===== src/rtl/pc_pkg.sv =====
// Shared definitions for the program-counter unit: next-PC select codes,
// increment size and default reset/trap vectors.
package pc_pkg;

  localparam logic [2:0] SEL_SEQ    = 3'd0;
  localparam logic [2:0] SEL_BRANCH = 3'd1;
  localparam logic [2:0] SEL_JUMP   = 3'd2;
  localparam logic [2:0] SEL_JREG   = 3'd3;
  localparam logic [2:0] SEL_TRAP   = 3'd4;
  localparam logic [2:0] SEL_ERET   = 3'd5;

  localparam int PC_INC = 4;

  localparam logic [31:0] DEFAULT_RESET_VEC = 32'h0000_0000;
  localparam logic [31:0] DEFAULT_TRAP_VEC  = 32'h0000_0180;

endpackage


===== src/rtl/pc_next_calc.sv =====
// Combinational next-PC selection, including trap and exception-return decode.
// A misaligned register jump is redirected to the trap vector.
module pc_next_calc
  import pc_pkg::*;
#(
  parameter int              XLEN     = 32,
  parameter logic [XLEN-1:0] TRAP_VEC = XLEN'(DEFAULT_TRAP_VEC)
) (
  input  logic [XLEN-1:0] i_pc,
  input  logic [XLEN-1:0] i_epc,
  input  logic [2:0]      i_next_sel,
  input  logic            i_branch_taken,
  input  logic [XLEN-1:0] i_imm_offset,
  input  logic [25:0]     i_jump_index,
  input  logic [XLEN-1:0] i_reg_target,
  output logic [XLEN-1:0] o_pc_plus4,
  output logic [XLEN-1:0] o_next_pc,
  output logic            o_take_trap,
  output logic            o_misalign,
  output logic            o_eret
);

  logic [XLEN-1:0] w_pc_plus4;
  logic [XLEN-1:0] w_branch_tgt;
  logic [XLEN-1:0] w_jump_tgt;

  assign w_pc_plus4   = i_pc + XLEN'(PC_INC);
  assign w_branch_tgt = w_pc_plus4 + (i_imm_offset << 2);
  assign w_jump_tgt   = {w_pc_plus4[XLEN-1:28], i_jump_index, 2'b00};
  assign o_pc_plus4   = w_pc_plus4;

  // Reserved select codes fall through to the sequential default.
  always_comb begin
    o_next_pc   = w_pc_plus4;
    o_take_trap = 1'b0;
    o_misalign  = 1'b0;
    o_eret      = 1'b0;
    case (i_next_sel)
      SEL_BRANCH: if (i_branch_taken) o_next_pc = w_branch_tgt;
      SEL_JUMP:   o_next_pc = w_jump_tgt;
      SEL_JREG: begin
        if (i_reg_target[1:0] == 2'b00) begin
          o_next_pc = i_reg_target;
        end else begin
          o_next_pc   = TRAP_VEC;
          o_take_trap = 1'b1;
          o_misalign  = 1'b1;
        end
      end
      SEL_TRAP: begin
        o_next_pc   = TRAP_VEC;
        o_take_trap = 1'b1;
      end
      SEL_ERET: begin
        o_next_pc = i_epc;
        o_eret    = 1'b1;
      end
      default: o_next_pc = w_pc_plus4;
    endcase
  end

endmodule


===== src/rtl/pc_unit.sv =====
// Program-counter unit: PC, EPC, trap/misalign flags and retired-write counter.
// Next-PC selection lives in pc_next_calc; this module only holds the state.
module pc_unit
  import pc_pkg::*;
#(
  parameter int              XLEN      = 32,
  parameter logic [XLEN-1:0] RESET_VEC = XLEN'(DEFAULT_RESET_VEC),
  parameter logic [XLEN-1:0] TRAP_VEC  = XLEN'(DEFAULT_TRAP_VEC),
  parameter int              CNT_W     = 32
) (
  input  logic             clk,
  input  logic             reset,
  input  logic             i_pc_we,
  input  logic [2:0]       i_next_sel,
  input  logic             i_branch_taken,
  input  logic [XLEN-1:0]  i_imm_offset,
  input  logic [25:0]      i_jump_index,
  input  logic [XLEN-1:0]  i_reg_target,
  output logic [XLEN-1:0]  o_pc_out,
  output logic [XLEN-1:0]  o_pc_plus4,
  output logic [XLEN-1:0]  o_epc_out,
  output logic             o_in_trap,
  output logic             o_misalign_err,
  output logic [CNT_W-1:0] o_retire_count
);

  logic [XLEN-1:0]  r_pc;
  logic [XLEN-1:0]  r_epc;
  logic             r_in_trap;
  logic             r_misalign;
  logic [CNT_W-1:0] r_retire_count;

  logic [XLEN-1:0]  w_next_pc;
  logic             w_take_trap;
  logic             w_misalign;
  logic             w_eret;

  pc_next_calc #(
    .XLEN     (XLEN),
    .TRAP_VEC (TRAP_VEC)
  ) u_next (
    .i_pc           (r_pc),
    .i_epc          (r_epc),
    .i_next_sel     (i_next_sel),
    .i_branch_taken (i_branch_taken),
    .i_imm_offset   (i_imm_offset),
    .i_jump_index   (i_jump_index),
    .i_reg_target   (i_reg_target),
    .o_pc_plus4     (o_pc_plus4),
    .o_next_pc      (w_next_pc),
    .o_take_trap    (w_take_trap),
    .o_misalign     (w_misalign),
    .o_eret         (w_eret)
  );

  // A nested trap simply overwrites EPC; there is no EPC stack.
  always_ff @(posedge clk) begin
    if (reset) begin
      r_pc           <= RESET_VEC;
      r_epc          <= '0;
      r_in_trap      <= 1'b0;
      r_misalign     <= 1'b0;
      r_retire_count <= '0;
    end else if (i_pc_we) begin
      r_pc           <= w_next_pc;
      r_retire_count <= r_retire_count + CNT_W'(1);
      if (w_take_trap) begin
        r_epc     <= r_pc;
        r_in_trap <= 1'b1;
        if (w_misalign) r_misalign <= 1'b1;
      end else if (w_eret) begin
        r_in_trap  <= 1'b0;
        r_misalign <= 1'b0;
      end
    end
  end

  assign o_pc_out       = r_pc;
  assign o_epc_out      = r_epc;
  assign o_in_trap      = r_in_trap;
  assign o_misalign_err = r_misalign;
  assign o_retire_count = r_retire_count;

endmodule


===== config.mk =====
export PLATFORM = sky130hd
export DESIGN_NAME = pc_unit
export DESIGN_NICKNAME = d
export VERILOG_FILES = /design/src/rtl/pc_pkg.sv /design/src/rtl/pc_next_calc.sv /design/src/rtl/pc_unit.sv
export SDC_FILE = /design/constraint.sdc
export NUM_CORES = 1
export LEC_CHECK = 0
export BUFFER_PORTS_ARGS = -buffer_cell sky130_fd_sc_hd__buf_4
export CAP_MARGIN = 10
export CORE_MARGIN = 3
export CORE_UTILIZATION = 50
export CTS_CLUSTER_DIAMETER = 50
export DETAILED_ROUTE_END_ITERATION = 10
export PLACE_DENSITY = 0.79
export SYNTH_ARGS = -nofsm -noshare
export SYNTH_HDL_FRONTEND = slang
export SYNTH_SLANG_ARGS = --single-unit

===== constraint.sdc =====
create_clock -name clk -period 6.2 [get_ports clk]
set_input_delay 1.55 -clock clk [delete_from_list [all_inputs] [get_ports clk]]
set_output_delay 1.55 -clock clk [all_outputs]
set_load 0.01 [all_outputs]

## After elaboration in Yosys (flattened, before gate mapping)

Index checks and enable logic that the tools add are counted.

- Register bits after elaboration: 98
- Logic and storage cells: 30
- Output and inout bits: 130
- Input bits: 97

- Add/sub/neg operators: 3
- Muxes and demuxes: 11
- Reduce and logical (&&, ||, !) cells: 5
- Equal/unequal tests: 6

Operator list:

| cell | number |
|---|---|
| 32-bit case mux with 5 select lines | 1 |
| 32-bit two-way mux | 2 |
| 32-bit by 1-bit adder with 32-bit output, second input constant | 1 |
| 32-bit by 3-bit adder with 32-bit output, second input constant | 1 |
| 32-bit adder | 1 |
| 1-bit two-way mux | 7 |
| 3-bit by 2-bit equality test with 1-bit output, second input constant | 2 |
| 3-bit equality test, second input constant | 2 |
| 2-bit AND reduction | 2 |
| 3-bit by 1-bit equality test with 1-bit output, second input constant | 1 |
| 3-bit AND reduction | 1 |
| 2-bit zero test | 1 |
| 2-bit != test, second input constant | 1 |
| 1-bit case mux with 2 select lines | 1 |
| 2-bit nonzero test | 1 |

## Depth between registers and ports, before layout

- Word-level depth: 5
- Depth in mapped cells: 16
- Mapped depth without buffers: 15

## Modules after synthesis

From an unflattened synthesis, not the netlist that was laid out.

- Cells, all modules: 972
- Area, all modules: 7218.2 um^2

By module, submodules not included:

| module | area each (um^2) | seq. area each (um^2) | times used | cells an instance |
|---|---|---|---|---|
| pc_unit | 3788.6 | 1961.9 | 1 | 429 |
| pc_next_calc | 3429.5 | 0.0 | 1 | 543 |

## Worst setup path before layout

Ideal clock, no wire load.

- Path type: input to register
- From: input port i_imm_offset[0]
- To: register r_pc[28] (netlist: o_pc_out[28])
- Arrival time: 3729 ps
- Library setup time: 127 ps
- Cell stages on the path: 11
- Buffers on the path: 0
- Path slack: 2344 ps
- Data required time: 6073 ps
- Cell sequence: ha_1 -> inv_1 -> fa_1 -> nor2b_4 -> o31a_1 -> o31a_1 -> a211oi_4 -> a31oi_4 -> a41oi_2 -> a2111oi_1 -> or3_1

- Word-level cells in the longest chain between the ends: 3

Ends and longest elaborated chain:

| item | RTL line | source |
|---|---|---|
| from (decl) | pc_unit.sv:16 | `input logic [XLEN-1:0] i_imm_offset,` |
| 32-bit adder | pc_next_calc.sv:28 | `assign w_branch_tgt = w_pc_plus4 + (i_imm_offset << 2);` |
| 32-bit two-way mux | pc_next_calc.sv:39 | `SEL_BRANCH: if (i_branch_taken) o_next_pc = w_branch_tgt;` |
| 32-bit case mux with 5 select lines | pc_next_calc.sv:38 | `case (i_next_sel)` |
| to (signal assigned) | pc_unit.sv:65 | `r_pc <= w_next_pc;` |
| to (decl) | pc_unit.sv:27 | `logic [XLEN-1:0] r_pc;` |

Every way passes these cells.
A chain may end at the register's enable or synchronous reset.

## Worst setup path in the final report

- From: register r_pc[4] (netlist: o_pc_out[4])
- To: register r_pc[31] (netlist: o_pc_out[31])

- Word-level cells in the longest chain between the ends: 4

Ends and longest elaborated chain:

| item | RTL line | source |
|---|---|---|
| 32-bit by 3-bit adder with 32-bit output (*) | pc_next_calc.sv:27 | `assign w_pc_plus4 = i_pc + XLEN'(PC_INC);` |
| 32-bit adder | pc_next_calc.sv:28 |  |
| 32-bit two-way mux | pc_next_calc.sv:39 |  |
| 32-bit case mux with 5 select lines (*) | pc_next_calc.sv:38 |  |

Every way passes the cells marked *; elsewhere a longest branch is shown, timed or not.

==> reports/metrics.yaml <==
status:
  outcome: "finished clean"
timing:
  hold_viol: 0
  max-slew-margin-rel_pct: 34.1
  skew_ns: 0.00520
  period_share_pct: 73.2
  setup_tns_ns: 0
  worst_pin_slew_ns: 0.984
  period_needed_ns: 4.54
  rsz0062_at_grt: "no"
  worst_slack_ns: 1.66
  max_freq_mhz: 220
  setup_viol: 0
  maxSlewViolCount: 0
cts:
  ctsHoldBuffers: 0
  cts_buffers: 9
  cts_tree: "built"
  path_clk_slew_ns: 0.07
  post_cts_buffers: 0
  post_cts_resize_count: 0
  clk_latency_ns: 0.36
  h-tree-depth: 3
  cts_root_buf: "clkbuf_16"
  cts.sinks: 98
  clockBufferDepth: 2
logic_synthesis:
  synth_async_sr_flop_share_pct: 0
  yosysUniqueCellTypes: 67
  yosysSeqAreaShare_pct: 28.4
  synth_top_area_share_pct: 28.4
  synth_area_per_cell_sq_um: 7.57
  synth.top_cells.by_count: "nand2_1 (142), dfxtp_1 (98), nor2_1 (84)"
  ys_ff_latch: 98
  yosys_warnings: 0
  synthCells: 914
  yosysTopAreaCell: "dfxtp_1"
  synth-main-ff-cell: "dfxtp_1"
  synth_edf_count: 0
  syn_area_sq_um: 6920
  synth_most_common_cell: "nand2_1"
  synth_area_leaders: "dfxtp_1 (28%), nand2_1 (7.7%), ha_1 (6.1%)"
  synth_nets: 1046
place:
  dp.final_hpwl_mm: 17.7
  post-place-cells: 1265
  gp_congestion: 0.970
  portBuffers: 224
  pre_cts_ws_ns: 1.81
layout:
  diodes: 0
  nFillCells: 1217
  fin_nets: 1232
  final_cells: 1281
  drive_above_1_share_pct: 24.3
  syn_to_final_growth_pct: 29.9
  multi_input_area_sq_um: 4660
  seqCellArea_sq_um: 1960
run:
  drv_cap: 0
worst_setup_path:
  slowest_stage: "dfxtp_1"
  cp-start-kind: "flop"
  cp.required_ns: 6.45
  max_stage_delay_ns: 0.53
  path_class: "reg -> reg"
  cp_cell_sequence: "and4_1, nand4_1, nor2_1, nand4_1, xnor2_1, ha_1, and4_1, and3_1, a211oi_1, nand3_1, o211ai_1, mux2i_1, a31oi_1, a32o_1"
  end_kind: "flop"
  crit_arrival_ns: 4.79
  cp_max_fo: 9
power:
  ir_drop_uv: 146
  p_per_area_nw_per_um2: 194
  p_total_mw: 1.74
  leakage_nw: 3.90
global_route:
  grt_pass1_vias: 7024
  antenna_found_initial: 0
  grt_max_degree: 76
  grt_pass1_wl_mm: 36.5
  grtUsageTotal_pct: 30.5
  grt-ovfl-total: 0
die:
  core_area_sq_um: 13400
  die_width_um: 124
  num_rows: 42
  die_area_sq_um: 15300
  chipHeight_um: 124
  initial_core_util_pct: 51.6
  io_pins: 227
drt:
  viasPerCell: 6.10
  drt_pass1_iterations: 6
  drc_errors: 0
  drt-initial-drc-count: 718
  ant_nets: 0
  routedWlPerCell_um: 18.9
  dr_total_vias: 7811
  detail_route.wirelength_mm: 24.2
min_path:
  hold_class: "reg -> reg"
worst max-delay path: cells and delay by family (launching register included):
kind / cells / cell delay [ns]
compound gates: 4 / 1.00
xor+xnor: 1 / 0.38
fa+ha+maj: 1 / 0.38
flops: 1 / 0.53
mux: 1 / 0.24
simple gates: 7 / 1.90
registers in the layout, summed over array words and instances (netlist names):
signal          count
o_pc_out           32
o_epc_out          32
o_in_trap           1
o_misalign_err      1
o_retire_count     32
path summary, 6_finish.rpt:
check,endpoint,start,depth (start not counted),slack [ns]
setup reg to reg,o_pc_out[31],o_pc_out[4],14,1.66
setup / recovery,o_pc_out[31],o_pc_out[4],14,1.66
hold / removal,o_epc_out[5],o_epc_out[5],2,0.48
hold reg to reg,o_epc_out[5],o_epc_out[5],2,0.48
report_power, final:
part           leakage [nW]  switching, mW  internal (mW)
logic                  2.94          0.250          0.198
registers             0.797         0.0337          0.649
clock network         0.158          0.280          0.334
total                  3.90          0.564           1.18
cell usage in the layout, fill, tap and decap left out, types with 8 or more instances in the layout:
master	n
dfxtp_1	98
xnor2_1	37
and4_1	9
a221oi_1	31
ha_1	34
o21ai_0	24
nand2_1	142
a22oi_1	13
a221o_1	10
a211oi_1	13
clkbuf_16	9
or3_1	10
nand3_1	48
xor2_1	31
o211ai_1	8
nor3_1	23
nor2_1	83
nand4_1	17
and3_1	18
buf_4	232
a21oi_1	73
a21o_1	16
inv_1	22
cell families (layout without fill, tap and decap cells):
family	after synthesis	count (layout)	share of synthesized area [%]
flip-flops	98	98	28.4
AO/OA/AOI/OAI	239	239	24.4
adder cells (fa/ha/maj)	35	35	6.44
XOR/XNOR	68	68	8.61
buffers and inverters	79	270	4.54
multiplexers	4	4	0.615
AND/OR/NAND/NOR	391	391	27.0
per-layer routing:
| metal | part of all wire, % | vias to the layer above | wire length [um] | global-route usage (%) |
|---|---|---|---|---|
| met2 | 46 | 409 | 11100 | 48.4 |
| met1 | 41 | 3639 | 10000 | 40.3 |
| met4 | 2.9 | 0 | 699 | 11.2 |
| met3 | 9.9 | 53 | 2400 | 7.22 |
| met5 | 0 | - | 0 | 0 |
| li1 | - | 3710 | - | - |
final cells by class:
cell class,count,share of cell area [%]
Timing Repair Buffer,232,19.4
Sequential cell,98,21.8
Clock buffer,10,2.66
Tap cell,176,2.45
Clock inverter,6,0.877
Inverter,22,0.919
Multi-Input combinational cell,737,51.9
metrics by stage:
| step | cell area, sq um | hold slack, ns | util (%) |
|---|---|---|---|
| 4_1_cts | 8980 | 0.481 | 67.0 |
| 3_5_place_dp | 8670 | 0.469 | 64.7 |
| 5_1_grt | 8980 | 0.496 | 67.0 |
| 6_report | 8980 | 0.479 | 67.0 |
| 2_1_floorplan | 6920 | 0.493 | - |
| 3_3_place_gp | 8670 | 0.459 | 64.7 |
(Power assumes the default switching activity.)
